### src/rtl/reorder_buffer.sv
// rtl/reorder_buffer.sv - circular in-order retirement queue with registered commit/flush outputs
// Optional ROB_FWD_EN adds combinational operand lookup ports with same-cycle CDB bypass.
module reorder_buffer #(
    parameter int ROB_W  = 4,
    parameter int REG_W  = 5,
    parameter int DATA_W = 32
) (
    input  logic              clk,
    input  logic              rst,
    input  logic              rdy,
    input  logic              Dispatch_alloc_S,
    input  logic [REG_W-1:0]  Dispatch_rd,
    input  logic [1:0]        Dispatch_type,
`ifdef ROB_FWD_EN
    input  logic [ROB_W-1:0]  Dispatch_q1_pos,
    input  logic [ROB_W-1:0]  Dispatch_q2_pos,
    output logic              ROB_q1_ready,
    output logic              ROB_q2_ready,
    output logic [DATA_W-1:0] ROB_q1_value,
    output logic [DATA_W-1:0] ROB_q2_value,
`endif
    output logic              ROB_full,
    output logic [ROB_W-1:0]  ROB_tail,
    input  logic              CDB_S,
    input  logic [ROB_W-1:0]  CDB_pos,
    input  logic [DATA_W-1:0] CDB_value,
    input  logic              CDB_mispred,
    input  logic [DATA_W-1:0] CDB_target,
    output logic              ROB_write_S,
    output logic [REG_W-1:0]  ROB_rd,
    output logic [ROB_W-1:0]  ROB_Reorder,
    output logic [DATA_W-1:0] ROB_result,
    output logic              ROB_store_S,
    input  logic              LSB_store_done,
    output logic              clr,
    output logic [DATA_W-1:0] clr_pc
);
    localparam int DEPTH = 1 << ROB_W;
    localparam logic [1:0] TYPE_BRANCH = 2'b01;
    localparam logic [1:0] TYPE_STORE  = 2'b10;

    typedef enum logic {IDLE, ST_WAIT} state_t;

    state_t             state_q, state_d;
    logic [ROB_W-1:0]   head_q, head_d, tail_q, tail_d;
    logic [ROB_W:0]     count_q, count_d;
    logic [DEPTH-1:0]   valid_q, valid_d, ready_q, ready_d, mispred_q, mispred_d;
    logic [1:0]         type_q   [DEPTH];
    logic [1:0]         type_d   [DEPTH];
    logic [REG_W-1:0]   rd_q     [DEPTH];
    logic [REG_W-1:0]   rd_d     [DEPTH];
    logic [DATA_W-1:0]  value_q  [DEPTH];
    logic [DATA_W-1:0]  value_d  [DEPTH];
    logic [DATA_W-1:0]  target_q [DEPTH];
    logic [DATA_W-1:0]  target_d [DEPTH];

    logic               write_s_q, write_s_d, store_s_q, store_s_d, clr_q, clr_d;
    logic [REG_W-1:0]   commit_rd_q, commit_rd_d;
    logic [ROB_W-1:0]   commit_pos_q, commit_pos_d;
    logic [DATA_W-1:0]  commit_val_q, commit_val_d, clr_pc_q, clr_pc_d;
    logic               full, do_alloc, do_cdb, retire;

    assign full        = (count_q == (ROB_W+1)'(DEPTH));
    assign ROB_full    = full;
    assign ROB_tail    = tail_q;
    assign ROB_rd      = commit_rd_q;
    assign ROB_Reorder = commit_pos_q;
    assign ROB_result  = commit_val_q;
    assign clr_pc      = clr_pc_q;
    // Pulses are held while rdy is low so a pending commit reappears once rdy returns.
    assign ROB_write_S = write_s_q & rdy;
    assign ROB_store_S = store_s_q & rdy;
    assign clr         = clr_q & rdy;

    always_comb begin
        state_d = state_q;   head_d = head_q;   tail_d = tail_q;   count_d = count_q;
        valid_d = valid_q;   ready_d = ready_q; mispred_d = mispred_q;
        type_d = type_q;     rd_d = rd_q;       value_d = value_q; target_d = target_q;
        write_s_d = write_s_q; store_s_d = store_s_q; clr_d = clr_q;
        commit_rd_d = commit_rd_q; commit_pos_d = commit_pos_q;
        commit_val_d = commit_val_q; clr_pc_d = clr_pc_q;
        do_alloc = 1'b0; do_cdb = 1'b0; retire = 1'b0;
        if (rdy) begin
            write_s_d = 1'b0; store_s_d = 1'b0; clr_d = 1'b0;
            if (clr_q) begin
                head_d = '0; tail_d = '0; count_d = '0;
                valid_d = '0; ready_d = '0; state_d = IDLE;
            end else begin
                do_alloc = Dispatch_alloc_S && !full;
                do_cdb   = CDB_S && valid_q[CDB_pos];
                if (do_alloc) begin
                    valid_d[tail_q] = 1'b1;
                    ready_d[tail_q] = 1'b0;
                    type_d[tail_q]  = Dispatch_type;
                    rd_d[tail_q]    = Dispatch_rd;
                    tail_d          = tail_q + ROB_W'(1);
                end
                if (do_cdb) begin
                    ready_d[CDB_pos]   = 1'b1;
                    value_d[CDB_pos]   = CDB_value;
                    mispred_d[CDB_pos] = CDB_mispred;
                    target_d[CDB_pos]  = CDB_target;
                end
                case (state_q)
                    IDLE: if (valid_q[head_q] && ready_q[head_q]) begin
                        if (type_q[head_q] == TYPE_STORE) begin
                            store_s_d = 1'b1;
                            state_d   = ST_WAIT;
                        end else begin
                            retire       = 1'b1;
                            write_s_d    = (rd_q[head_q] != '0);
                            commit_rd_d  = rd_q[head_q];
                            commit_pos_d = head_q;
                            commit_val_d = value_q[head_q];
                            if (type_q[head_q] == TYPE_BRANCH && mispred_q[head_q]) begin
                                clr_d    = 1'b1;
                                clr_pc_d = target_q[head_q];
                            end
                        end
                    end
                    ST_WAIT: if (LSB_store_done) begin
                        retire  = 1'b1;
                        state_d = IDLE;
                    end
                    default: state_d = IDLE;
                endcase
                if (retire) begin
                    valid_d[head_q] = 1'b0;
                    ready_d[head_q] = 1'b0;
                    head_d          = head_q + ROB_W'(1);
                end
                count_d = count_q + (ROB_W+1)'(do_alloc) - (ROB_W+1)'(retire);
            end
        end
    end

    always_ff @(posedge clk or posedge rst) begin
        if (rst) begin
            state_q <= IDLE; head_q <= '0; tail_q <= '0; count_q <= '0;
            valid_q <= '0; ready_q <= '0; mispred_q <= '0;
            type_q <= '{default: '0}; rd_q <= '{default: '0};
            value_q <= '{default: '0}; target_q <= '{default: '0};
            write_s_q <= 1'b0; store_s_q <= 1'b0; clr_q <= 1'b0;
            commit_rd_q <= '0; commit_pos_q <= '0; commit_val_q <= '0; clr_pc_q <= '0;
        end else begin
            state_q <= state_d; head_q <= head_d; tail_q <= tail_d; count_q <= count_d;
            valid_q <= valid_d; ready_q <= ready_d; mispred_q <= mispred_d;
            type_q <= type_d; rd_q <= rd_d; value_q <= value_d; target_q <= target_d;
            write_s_q <= write_s_d; store_s_q <= store_s_d; clr_q <= clr_d;
            commit_rd_q <= commit_rd_d; commit_pos_q <= commit_pos_d;
            commit_val_q <= commit_val_d; clr_pc_q <= clr_pc_d;
        end
    end

`ifdef ROB_FWD_EN
    always_comb begin
        ROB_q1_ready = valid_q[Dispatch_q1_pos] && ready_q[Dispatch_q1_pos];
        ROB_q1_value = value_q[Dispatch_q1_pos];
        ROB_q2_ready = valid_q[Dispatch_q2_pos] && ready_q[Dispatch_q2_pos];
        ROB_q2_value = value_q[Dispatch_q2_pos];
        if (CDB_S && valid_q[CDB_pos] && CDB_pos == Dispatch_q1_pos) begin
            ROB_q1_ready = 1'b1;
            ROB_q1_value = CDB_value;
        end
        if (CDB_S && valid_q[CDB_pos] && CDB_pos == Dispatch_q2_pos) begin
            ROB_q2_ready = 1'b1;
            ROB_q2_value = CDB_value;
        end
    end
`endif
endmodule
### config.mk
export PLATFORM = sky130hd
export DESIGN_NAME = reorder_buffer
export DESIGN_NICKNAME = d
export VERILOG_FILES = /design/src/rtl/reorder_buffer.sv
export SDC_FILE = /design/constraint.sdc
export NUM_CORES = 2
export LEC_CHECK = 0
export BUFFER_PORTS_ARGS = -buffer_cell sky130_fd_sc_hd__buf_2
export CAP_MARGIN = 25
export CORE_MARGIN = 2
export CORE_UTILIZATION = 56
export CTS_CLUSTER_SIZE = 12
export DETAILED_ROUTE_END_ITERATION = 16
export PLACE_DENSITY = 0.72
export SLEW_MARGIN = 30
export SYNTH_ARGS = -nofsm -noshare
export SYNTH_HDL_FRONTEND = slang
export SYNTH_SLANG_ARGS = --single-unit
export TNS_END_PERCENT = 50
### constraint.sdc
create_clock -name clk -period 39.8 [get_ports clk]
set_input_delay 1.99 -clock clk [delete_from_list [all_inputs] [get_ports clk]]
set_output_delay 1.99 -clock clk [all_outputs]
set_load 0.02 [all_outputs]
==> summary.txt <==
Outcome
  • Status: finished clean

Global route
  • Grt met1 use: 36.4%
  • Vias in the first global route: 35200
  • GR peak layer: met2
  • GR Util met2: 44.4%
  • GRT overflow: 0
  • Met3 GRT Util: 4.79%
  • Largest net degree at the start of global routing: 127
  • Gr usage total: 26.7%
  • Global-route wire length before repair: 212 mm
  • Antenna violations before repair: 16

Clock tree
  • Worst skew pair latency: roughly 0.74 ns
  • Root Driver: clkbuf_16
  • H-tree Lvls: 4
  • CTS resizes: 0
  • Inserted Clock Buffers: 138
  • Postcts setup bufs: 0
  • Hold buffers post-CTS: 0
  • CTS tree: yes
  • Clock Tree Buf Depth: 3
  • Clock Sinks: 1274
  • Clock slew at the register clock pins of the worst setup and hold paths: 0.06 ns

Timing
  • Rel. slew slack: 29.4%
  • Tcrit/Tclk final: 14.0%
  • Slew @ Worst Pin: roughly 1.1 ns
  • Unrepaired setup endpoints after global routing: no
  • Final slew viol count: 0
  • Finish-stage setup viols: 0
  • Endpoints failing hold: 0
  • FMAX: 180 MHz
  • Clock Skew: 0.0286 ns
  • Setup TNS: 0 ns
  • Post-layout minimum cycle time: between 5 and 6 ns

Place
  • HPWL Detailed: 76.5 mm
  • Placed insts: roughly 4800
  • Placer Congestion: around 0.83
  • Dpl cell area: 59200 sq um
  • Number of port buffers: 162

Pwr
  • Sw Ratio: 27.9%
  • P_int: 2.85 mW
  • VDD IR-drop max: 0.0362 mV
  • Comb power frac: between 20% and 30%
  • Leakage: slightly above 30 nW
  • Overall Power: 3.95 mW
  • Clock network fraction of design power: slightly above 30%
  • P per Cell Area: 62.1 nW/um^2
  • Register share of total power: 44.4%
  • Switching power total: around 1.1 mW

Critical path
  • CP Class: reg -> reg
  • Critical path data arrival time: 6.17 ns
  • Reg-to-Reg Start: head_q[0]
  • Worst Path Required: 40.41 ns
  • Reg-to-reg endpoint: count_q[4]
  • Reg-to-reg slack, setup: 34.24 ns
  • Crit Path Max Fanout: 52
  • Reg2Reg Depth: 18
  • CP endpoint kind: flop
  • Startpoint Class: flop

Floorplanning
  • Row count: 117
  • Full die area: 105000 sq um
  • Total core area: 102000 sq um
  • Die H: 324 microns
  • Starting Density: 56.4%
  • Boundary pin count: 163
  • Die X-Extent: 324 microns

Synthesis
  • Post-synth cell types: 57
  • Synth Cell Area: 57400 sq um
  • Synth area leader: dfrtp_1
  • Yosys reg bits: 1274
  • Synth async-reset ratio: 100%
  • Synthesized area per cell: 16.5 sq um
  • Post-synthesis cell count: 3479
  • Leading cell types by total area after synthesis: dfrtp_1 56%, mux2_2 23%, mux4_2 14%
  • EDFF count, synth: 0
  • Syn Nets: 3576
  • Synth Flop Type: dfrtp_1
  • Synth warnings: 0
  • Count leader, synth: dfrtp_1
  • Synth cell count leaders: 1274 x dfrtp_1, 1196 x mux2_2, 365 x mux4_2
  • Top-area cell type share of the netlist area: 55.6%
  • Sequential fraction of the synthesis area: 55.6%

Min path
  • WHS Endpoint: clr_pc[2]
  • Worst Hold Class: reg -> reg
  • Hold_sp: clr_pc[2]
  • Hold path depth: 1

Detailed routing
  • Vias: ~32000
  • DR DRC count: 0
  • Final wirelength: 136 mm
  • Final ANT Viol Nets: 0
  • Wire per inst: roughly 27 microns
  • Vias per cell: 6.37
  • TritonRoute pass-1 iters: 7
  • DR iter-0 viols: 2044

Layout
  • Area delta synth->final: 11.0%
  • Fin area: 63600 sq um
  • Layout cells sized above 1: about 56%
  • Fillers: roughly 7200
  • Final Net Count: approximately 3600
  • Layout Cells excl Fill: 5000

Job
  • Max-cap viol count: 0
## per-stage QoR
step	hold WS (ns)	util [%]	worst slack, ns
after floorplan	0.448	-	1.91
after global placement	0.468	58.1	33.34
after detailed placement	0.476	58.2	33.40
after CTS	0.490	62.4	33.84
after global routing	0.505	62.5	33.82
final	0.484	62.5	34.24
## worst max-delay path by stage
stage	start	end	slack, ns
CTS	head_q[1]	count_q[4]	33.84
global placement	rst	value_q[384]	33.34
detailed placement	rst	value_q[384]	33.40
global route	head_q[0]	count_q[4]	33.82
floorplan	rst	ROB_Reorder[0]	1.91
finish	head_q[0]	count_q[4]	34.24
## per-layer routing
layer,share of wire (%),up-vias,wire [microns]
met3,5.1,239,6870
met5,0.089,-,121
met4,2.2,18,3040
met2,50,857,68400
met1,42,17600,57200
li1,-,13200,-
## registers in the layout, indices dropped and copies added (netlist names), 5 cells and up
name        cells
ROB_rd          5
ROB_result     32
clr_pc         32
count_q         5
mispred_q      16
rd_q           80
ready_q        16
target_q      512
type_q         32
valid_q        16
value_q       512
## kinds of logic after synthesis
kind of cell               count (synthesis)  share of synthesized area [%]
and+or+nand+nor                          129                           1.11
AOI/OAI and AO/OA                        122                           1.63
DFF                                     1274                           55.6
buffers and inverters                    341                           2.52
adders and majority gates                 15                          0.340
xor gates and xnor gates                   3                         0.0458
muxes                                   1595                           38.8
## critical path, stage by stage, from the launching register on
cell and delay [ns]:
dfrtp_4 0.71, buf_6 0.59, buf_6 0.63, mux4_1 0.66, a22o_4 0.28, nor2_2 0.18, a2111oi_2 0.10, nor2_1 0.15
inv_1 0.10, ha_1 0.29, inv_1 0.04, ha_1 0.20, fa_1 0.44, a21oi_1 0.17, nor2_1 0.05, nor2_1 0.10
xnor2_1 0.16, o21ai_0 0.14, a22o_1 0.23
## cell usage in the layout, fill, tap and decap left out, drive strengths merged, types with 8 or more instances in the layout
cell type and instances:
dfrtp 1274, mux2 1225, mux4 370, buf 218, clkbuf 210, nand2 65, inv 39, a21oi 32
clkinv 23, o2bb2ai 17, nor2 17, a32oi 16, o32ai 16, ha 14, nand3 11, and2 10
a22o 9, nor2b 8, o21ai 8
## cell type report
cell class              instances  area (sq um)  share of cell area [%]
flip-flops and latches       1274         31900                    50.1
multi-input cells            1864         24200                    38.0
clock buffers                 210          4110                    6.46
well taps                    1368          1710                    2.69
repair buffers                218          1400                    2.20
clock inverters                30           205                   0.322
inverters                      33           141                   0.222
diodes                          3          7.51                  0.0118
## power groups by stage
stage / Sequential [mW] / Combinational (mW) / Clock (mW)
finish: 1.76 / 0.974 / 1.22
global route: 1.79 / 1.04 / 1.30
CTS: 1.76 / 0.971 / 1.25
detailed placement: 1.78 / 0.967 / 0
global placement: 1.75 / 0.929 / 0
floorplan: 1.73 / 0.778 / 0
(Power assumes the default switching activity.)
